`src/rtl/contador_minas.sv`:
```
// contador_minas: scans a latched 8x8 mine map and emits one neighbour-count write beat per cell (optional CONTADOR_MARCA_MINA_EN marks mined cells with 9)
module contador_minas #(
  parameter int ROWS = 8,
  parameter int COLS = 8,
  parameter int AW   = 6
) (
  input  logic                 clk,
  input  logic                 reset,
  input  logic                 start,
  input  logic [ROWS*COLS-1:0] mine_map,
  output logic                 busy,
  output logic                 done,
  output logic                 wr_en,
  output logic [AW-1:0]        wr_addr,
  output logic [3:0]           wr_count
);
  localparam int N = ROWS * COLS;
  typedef enum logic [1:0] {IDLE, SCAN, DONE} state_t;
  state_t         r_state, w_next;
  logic [N-1:0]   r_map;
  logic [AW-1:0]  r_idx;
  logic [3:0]     w_cnt;
`ifdef CONTADOR_MARCA_MINA_EN
  logic [N-1:0]   w_sh;
`endif
  function automatic logic [3:0] count_at(input logic [N-1:0] m, input int i);
    int r, c;
    logic [N-1:0] s;
    logic [3:0] n;
    r = i / COLS;
    c = i % COLS;
    n = '0;
    for (int dr = -1; dr <= 1; dr++)
      for (int dc = -1; dc <= 1; dc++)
        if ((dr != 0 || dc != 0) && r + dr >= 0 && r + dr < ROWS && c + dc >= 0 && c + dc < COLS) begin
          s = m >> ((r + dr) * COLS + c + dc);
          n = n + {3'b000, s[0]};
        end
    return n;
  endfunction
  // state register
  always_ff @(posedge clk)
    r_state <= reset ? IDLE : w_next;
  // next state: accept start in IDLE, leave SCAN after the last cell, DONE lasts one cycle
  always_comb begin
    w_next = (r_state == IDLE) ? (start ? SCAN : IDLE) :
             (r_state == SCAN) ? ((r_idx == AW'(N - 1)) ? DONE : SCAN) : IDLE;
  end
  // latch the map on acceptance and step the cell index through the scan
  always_ff @(posedge clk)
    if (reset) begin
      r_map <= '0;
      r_idx <= '0;
    end else if (r_state == IDLE && start) begin
      r_map <= mine_map;
      r_idx <= '0;
    end else if (r_state == SCAN)
      r_idx <= r_idx + 1'b1;
  // outputs decoded from registered state only
  always_comb begin
    w_cnt   = count_at(r_map, int'(r_idx));
    busy    = r_state != IDLE;
    done    = r_state == DONE;
    wr_en   = r_state == SCAN;
    wr_addr = r_idx;
`ifdef CONTADOR_MARCA_MINA_EN
    w_sh     = r_map >> r_idx;
    wr_count = wr_en ? (w_sh[0] ? 4'd9 : w_cnt) : 4'd0;
`else
    wr_count = wr_en ? w_cnt : 4'd0;
`endif
  end
endmodule

```
`config.mk`:
```
export PLATFORM = sky130hd
export DESIGN_NAME = contador_minas
export DESIGN_NICKNAME = d
export VERILOG_FILES = /design/src/rtl/contador_minas.sv
export SDC_FILE = /design/constraint.sdc
export NUM_CORES = 1
export LEC_CHECK = 0
export CORE_MARGIN = 2
export CORE_UTILIZATION = 51
export DETAILED_ROUTE_END_ITERATION = 6
export PLACE_DENSITY = 0.74
export SETUP_SLACK_MARGIN = 0.1
export SLEW_MARGIN = 20
export SYNTH_ARGS = -nofsm -noshare
export SYNTH_HDL_FRONTEND = slang
export SYNTH_SLANG_ARGS = --single-unit
```
`constraint.sdc`:
```
create_clock -name clk -period 9.7 [get_ports clk]
set_input_delay 1.94 -clock clk [delete_from_list [all_inputs] [get_ports clk]]
set_output_delay 1.94 -clock clk [all_outputs]
set_load 0.05 [all_outputs]
```
# After elaboration in Yosys (flattened, before gate mapping)
# Index checks and enable logic that the tools add are counted.
word_totals:
  ff_bits: 72
  input_bits: 67
  output_inout_bits: 13
  elab_cells: 83
op_classes:
  add_sub_neg: 21
  magnitude_cmp: 12
  eq_ne: 3
  shift: 8
  n_mux: 13
  n_reduce_logical: 23
op_table:
  columns: ["operator", "n"]
  rows:
  - ["right shift 64 x 32 -> 1 bit", 7]
  - ["adder 32 x 1 -> 32 bit, second input constant", 2]
  - [">= comparator 32 x 1 -> 1 bit, second input constant", 2]
  - ["< comparator 32 x 5 -> 1 bit, second input constant", 2]
  - ["right shift 64 x 8 -> 1 bit", 1]
  - ["adder 32 x 2 -> 32 bit, second input constant", 1]
  - ["adder 32 x 4 -> 32 bit", 1]
  - ["two-way mux 4 bit", 8]
  - ["adder 4 x 1 -> 4 bit", 7]
  - ["logical AND 1 bit", 20]
  - ["adder 4 x 1 -> 5 bit, second input constant", 2]
  - ["adder 9 x 1 -> 10 bit, second input constant", 1]
  - ["adder 9 x 2 -> 10 bit, second input constant", 1]
  - [">= comparator 5 x 1 -> 1 bit, second input constant", 2]
  - ["< comparator 5 bit, second input constant", 2]
  - ["adder 8 x 4 -> 9 bit", 1]
  - ["adder 3 x 1 -> 4 bit, second input constant", 2]
  - ["adder 7 x 1 -> 8 bit, second input constant", 1]
  - ["< comparator 3 x 4 -> 1 bit, second input constant", 2]
  - ["adder 6 x 3 -> 7 bit", 1]
  - ["adder 6 x 1 -> 6 bit, second input constant", 1]
  - ["== test 6 bit, second input constant", 1]
  - [">= comparator 3 x 1 -> 1 bit, second input constant", 2]
  - ["two-way mux 2 bit", 3]
  - ["6 further kinds", 7]

# Logic depth before layout (Yosys ltp)
# Gate-level depths: netlist of run 1.
depth:
  depth_word: 21
  mapped_depth: 37
  ltp_nobuf: 33

# Least setup slack after synthesis of run 1
# No wires, ideal clock.
synth_path:
  path_type: "flip-flop to output port"
  start: "register r_idx[0] (netlist: wr_addr[0])"
  end: "output wr_count[1]"
  arrival_time_ps: 7827
  required_ps: 7760
  setup_slack_ps: -67
  stages_incl_launch_ff: 34
  path_buffers: 6
  path_cell_list: "dfxtp_1 > buf_6 > buf_4 > inv_1 > ha_1 > buf_2 > buf_4 > buf_4 > buf_4 > mux4_2 > mux2i_1 > o221ai_1 > o21ai_1 > a2111oi_0 > ha_1 > and2_1 > ha_1 > ha_1 > nand2_1 > a21oi_1 > ha_1 > nand2_1 > nand2_1 > ha_1 > nand2_1 > o21ai_0 > ha_1 > mux2_2 > ha_1 > nand2_1 > nand2_1 > ha_1 > nand2_1 > a311oi_1"
synth_between:
  elab_chain_cells: 20
  word_cells_on_any_way: 57
  classes_between: "18 x add/sub; 6 x order compare; 8 x shift; 9 x mux; 16 x reduce/logical"
synth_rtl:
  columns: ["element", "line", "text"]
  rows:
  - ["from (decl)", "21", "logic [AW-1:0] r_idx;"]
  - ["from (signal assigned)", "58", "r_idx <= r_idx + 1'b1;"]
  - ["parallel branches: the longest is 18 deep, another holds adder 9 x 1 -> 10 bit", null, null]
  - ["two-way mux 4 bit *", "35", "if ((dr != 0 || dc != 0) && r + dr >= 0 && r + dr < ROWS && c + dc >= 0 && c + dc < COLS) begin"]
  - ["two-way mux 4 bit *", "70", "wr_count = wr_en ? w_cnt : 4'd0;"]
  - ["to (decl)", "15", "output logic [3:0] wr_count"]
# Mark *: on every way between the ends.

# Worst setup path in the final report of run 1
layout_path:
  start: "register r_idx[1] (netlist: wr_addr[1])"
  end: "output wr_count[3]"
# Same word-level chain as after synthesis.

==> results.cfg, run 1 <==
[clock_network]
root_buffer = clkbuf_16
h-tree-depth = 3
numCtsBuffers = 9
holdBufCountCts = 0
tritoncts = done
clk_pin_slew_worst_paths_ns = 0.06
cts.sinks = 72
cts_buffer_depth = 2
clock_latency_ns = 0.35

[synth]
synth_top_area_share_pct = 34.5
synth_nets = 756
yosysTopAreaCell = mux4_2
synthFlopType = dfxtp_1
yosys_register_bits = 72
synthArstFlopShare_pct = 0
ys_types = 46
ys_top_cells_by_area = mux4_2 (34%), dfxtp_1 (23%), nand2_1 (10%)
synth-edff-count = 0
synth_area_um2 = 6400
synthCells = 665
syn_area_per_cell_um2 = 9.63
ys_seq_area_share_pct = 22.5
yosysMostFrequentCell = nand2_1
synth_warnings = 0
netlist_top_cells_count = nand2_1 (176), mux4_2 (98), a21oi_1 (77), dfxtp_1 (72)

[die]
rows = 40
start_util_pct = 52.9
die_area_um2 = 13500
die_height_um = 116
die_w_um = 116
ioPinCount = 80
coreArea_um2 = 12100

[sta]
layout_setup_ws_ns = 0.575
finalHoldViolCount = 0
finalSetupViolations = 0
setup-tns-final_ns = 0
timing.fmax_mhz = 110
slew_headroom_pct = 54.0
rsz0062_at_grt = false
maxSlewViolCount = 0
fin_crit_sh_pct = 94.1
worstMarginPinSlew_ns = 0.690
layout_min_cycle_time_ns = 9.13
clock_skew_ns = 0.00692

[flow_run]
maxCapViolCount = 0

[routing]
antenna_left = 0
wirelength_um = 17400
vias = 5576
drc = 0
wl_per_cell_um = 19.5
drtPass1Iterations = 5
drtIter0Drc = 647
viasPerCell = 6.24

[critical_path]
cpMaxStageDelayCell = mux4_2
crit_arrival_ns = 7.19
worstPathRequired_ns = 7.76
crit_buf_inv = 2
worstPathMaxFanout = 39
startpoint_type = flop
crit_family = adder cells
crit_top_cell = ha_1
slowest_delay_ns = 0.57
path_class = flop to primary output
cp-end-kind = primary output

[layout]
regArea_um2 = 1450
area_growth_pct = 20.5
multiInputGateArea_um2 = 4670
stdcell_count = 893
fin_util_pct = 63.7
diodes = 0
layout-drive-gt1-share_pct = 21.4
n_fill_cell = 1029
layout.nets = 811

[place]
gp_congestion = 0.932
io_buffers = 79
post-place-ws_ns = 0.475
dp_hpwl_um = 12400
place_inst = 870

[global_route]
grt_first_pass_wirelength_um = 28000
grt_max_degree = 68
antenna_found_initial = 0
grt_pass1_vias = 5337
grt.overflow.total = 0
track_usage_pct = 27.3

[power]
p_leak_nw = 2.70
power.density_nw_per_um2 = 116
ir_drop_uv = 103
total_power_mw = 0.896

[outcome]
status = completed

[min_path]
hold_path_class = flop to flop
[final cells by class]
cell class              instances  area share, %
inverters                      11          0.567
flip-flops and latches         72           18.7
clock inverters                 3          0.519
well taps                     168           2.72
repair buffers                 99           13.6
clock buffers                  13           3.37
multi-input cells             527           60.5
[per-stage QoR]
step           cell area [µm²]  hold slack [ns]
5_1_grt                   7720            0.539
2_1_floorplan             6410            0.463
3_5_place_dp              7290            0.503
4_1_cts                   7610            0.510
6_report                  7720            0.509
3_3_place_gp              7290            0.493
[where the power goes]
| group | switching (mW) | leakage, nW | internal [mW] |
|---|---|---|---|
| clock network | 0.126 | 0.150 | 0.212 |
| logic | 0.0964 | 1.96 | 0.122 |
| registers | 0.0268 | 0.592 | 0.313 |
[what timing repair did]
action	CTS	global route
gates cloned	0	1
endpoints found under the setup margin	1	4
pin swaps	0	1
gates resized for setup	0	8
setup buffers	1	5
[worst register-to-register path: stages (launching register included)]
cell and delay, ns:
dfxtp_1 0.33, buf_4 0.45, nand3_1 0.52, nor2_1 0.33, nand2_1 0.10, xnor2_1 0.13, nor2_1 0.05
[per-layer routing]
| metal | share of wire (%) | wire length [µm] | up-vias | global-route usage [%] |
|---|---|---|---|---|
| met4 | 3.1 | 534 | 0 | 11.6 |
| met3 | 7.9 | 1380 | 41 | 6.49 |
| met5 | 0 | 0 | - | 0 |
| met1 | 40 | 7010 | 2690 | 35.3 |
| met2 | 49 | 8490 | 265 | 44.4 |
| li1 | - | - | 2580 | - |
[worst paths after layout]
kind                    from           to  slack (ns)  cells past startpoint
hold / removal      r_map[0]     r_map[0]        0.51                      2
setup reg to reg  wr_addr[1]   wr_addr[5]        7.67                      6
setup / recovery  wr_addr[1]  wr_count[3]        0.57                     27
hold reg to reg     r_map[0]     r_map[0]        0.51                      2
[flip-flops by register name (all words and copies together) (netlist names)]
register  count
r_map        64
r_state       2
wr_addr       6
[cells in the final DEF, fill, tap and decap left out, types with 7 or more instances in the layout]
| cell type | n |
|---|---|
| nor2_1 | 21 |
| nand2_1 | 175 |
| nand3_1 | 11 |
| a211oi_1 | 7 |
| xnor2_1 | 17 |
| dfxtp_1 | 70 |
| mux4_2 | 98 |
| a21oi_1 | 77 |
| ha_1 | 22 |
| mux2i_1 | 23 |
| o21ai_0 | 8 |
| clkdlybuf4s50_1 | 74 |
| clkbuf_16 | 10 |
| buf_4 | 16 |
[cell families (layout without fill, tap and decap cells)]
kind of cell	Yosys count	count (layout)	synth area share (%)
xor+xnor	23	23	3.15
compound gates	114	114	10.0
simple gates	243	243	16.0
mux	123	123	38.4
fa+ha+maj	24	24	4.69
buf+inv	66	126	5.18
flops	72	72	22.5
No activity file was read; power rests on OpenSTA's default activity.
==> run 2, diff against run 1 <==
--- a/config.mk
+++ b/config.mk
@@ -9,7 +9,7 @@
 export CORE_UTILIZATION = 51
 export DETAILED_ROUTE_END_ITERATION = 6
 export PLACE_DENSITY = 0.74
-export SETUP_SLACK_MARGIN = 0.1
+export SKIP_LAST_GASP = 1
 export SLEW_MARGIN = 20
 export SYNTH_ARGS = -nofsm -noshare
 export SYNTH_HDL_FRONTEND = slang
==> results.cfg, run 2 (synthesis gave the netlist of run 1 again) <==
[power]
ir_drop_uv = 98.8
total_power_mw = 0.894
power.density_nw_per_um2 = 116
p_leak_nw = 2.69

[sta]
finalHoldViolCount = 0
rsz0062_at_grt = false
layout_min_cycle_time_ns = 9.16
layout_setup_ws_ns = 0.542
setup-tns-final_ns = 0
maxSlewViolCount = 0
timing.fmax_mhz = 109
clock_skew_ns = 0.00708
finalSetupViolations = 0
worstMarginPinSlew_ns = 0.681
fin_crit_sh_pct = 94.4
slew_headroom_pct = 53.4

[clock_network]
clock_latency_ns = 0.35
holdBufCountCts = 0
cts.sinks = 72
root_buffer = clkbuf_16
tritoncts = done
numCtsBuffers = 9
cts_buffer_depth = 2
clk_pin_slew_worst_paths_ns = 0.06
h-tree-depth = 3

[die]
ioPinCount = 80
die_area_um2 = 13500
die_height_um = 116
rows = 40
die_w_um = 116
start_util_pct = 52.9
coreArea_um2 = 12100

[critical_path]
crit_top_cell = ha_1
crit_arrival_ns = 7.22
reg2reg_slack_ns = 7.66
r2r_start = wr_addr[1]
startpoint_type = flop
path_class = flop to primary output
worstPathMaxFanout = 11
cp-end-kind = primary output
cpMaxStageDelayCell = or3_1
rr_endpoint = wr_addr[5]
slowest_delay_ns = 0.42
r2r_cells = 6
worstPathRequired_ns = 7.76

[global_route]
antenna_found_initial = 0
grt_pass1_vias = 5310
grt_max_degree = 68
track_usage_pct = 27.2
grt_first_pass_wirelength_um = 27800
grt.overflow.total = 0

[layout]
layout-drive-gt1-share_pct = 21.4
fin_util_pct = 63.5
diodes = 0
stdcell_count = 893
largest_reg_flops = 64
final_cell_mix = nand2_1 (175), mux4_2 (98), a21oi_1 (77)
layout.nets = 811
area_growth_pct = 20.1
final_common_cell = nand2_1
largest-register = r_map
n_fill_cell = 1036

[min_path]
min_delay_worst_endpoint = r_map[18]
hold_path_class = flop to flop
hold_path_depth = 2
hold_start = r_map[18]

[routing]
drc = 0
wl_per_cell_um = 19.4
vias = 5601
drtPass1Iterations = 5
drtIter0Drc = 644
wirelength_um = 17300
viasPerCell = 6.27
antenna_left = 0

[place]
post-place-ws_ns = 0.475
place_inst = 870
dp_hpwl_um = 12400
gp_congestion = 0.932
io_buffers = 79

[outcome]
status = completed

[flow_run]
maxCapViolCount = 0
==> run 2: cell count changes in the layout (fill, tap and decap cells not counted) <==
cell | previous run | this run
buf_8 | 1 | 0
buf_4 | 16 | 18
clkbuf_16 | 10 | 9
==> run 2: report_power, final <==
part	leakage [nW]	internal [mW]	switching, mW
sequential	0.592	0.313	0.0275
combinational	1.95	0.120	0.0954
clock	0.150	0.212	0.125
==> run 2: timing repair <==
action	CTS	global route
buffers inserted	0	7
endpoints found under the setup margin	0	4
gates resized for setup	0	7
==> run 2: metal layers <==
| layer | track usage, % | up-vias | part of all wire [%] |
|---|---|---|---|
| li1 | - | 2581 | - |
| met1 | 35.4 | 2691 | 41 |
| met2 | 44.1 | 282 | 48 |
| met3 | 6.07 | 47 | 7.6 |
| met4 | 11.5 | 0 | 3.7 |
| met5 | 0 | - | 0 |
==> run 2: how the worst max path moves through the flow <==
stage / from / to / cells past startpoint
global route: wr_addr[3] / wr_count[3] / 30
finish: wr_addr[3] / wr_count[3] / 30
floorplan: wr_addr[0] / wr_count[0] / 34
global placement: wr_addr[0] / wr_count[2] / 32
CTS: wr_addr[0] / wr_count[3] / 30
detailed placement: wr_addr[0] / wr_count[3] / 30
==> run 2: cell type report <==
| cell class | count | area [µm²] | share of cell area, % |
|---|---|---|---|
| clock buffer | 13 | 260 | 3.38 |
| clock inverter | 3 | 40.0 | 0.520 |
| inverter | 11 | 43.8 | 0.569 |
| multi-input combinational | 527 | 4670 | 60.7 |
| sequential | 72 | 1450 | 18.8 |
| tap | 168 | 210 | 2.73 |
| timing repair buffer | 99 | 1020 | 13.3 |
==> run 2: worst max-delay path: cells and delay by family, from the launching register on <==
kind / cells / cell delay [ns]
xor+xnor: 3 / 0.49
buf+inv: 2 / 0.28
fa+ha+maj: 9 / 2.69
flops: 1 / 0.37
mux: 2 / 0.42
simple gates: 9 / 1.39
compound gates: 5 / 1.22
==> run 2: stage by stage <==
step	hold WS, ns	instance area, µm²
after floorplan	0.463	6410
final	0.512	7690
after detailed placement	0.503	7290
after global routing	0.539	7690
after global placement	0.493	7290
after CTS	0.510	7590
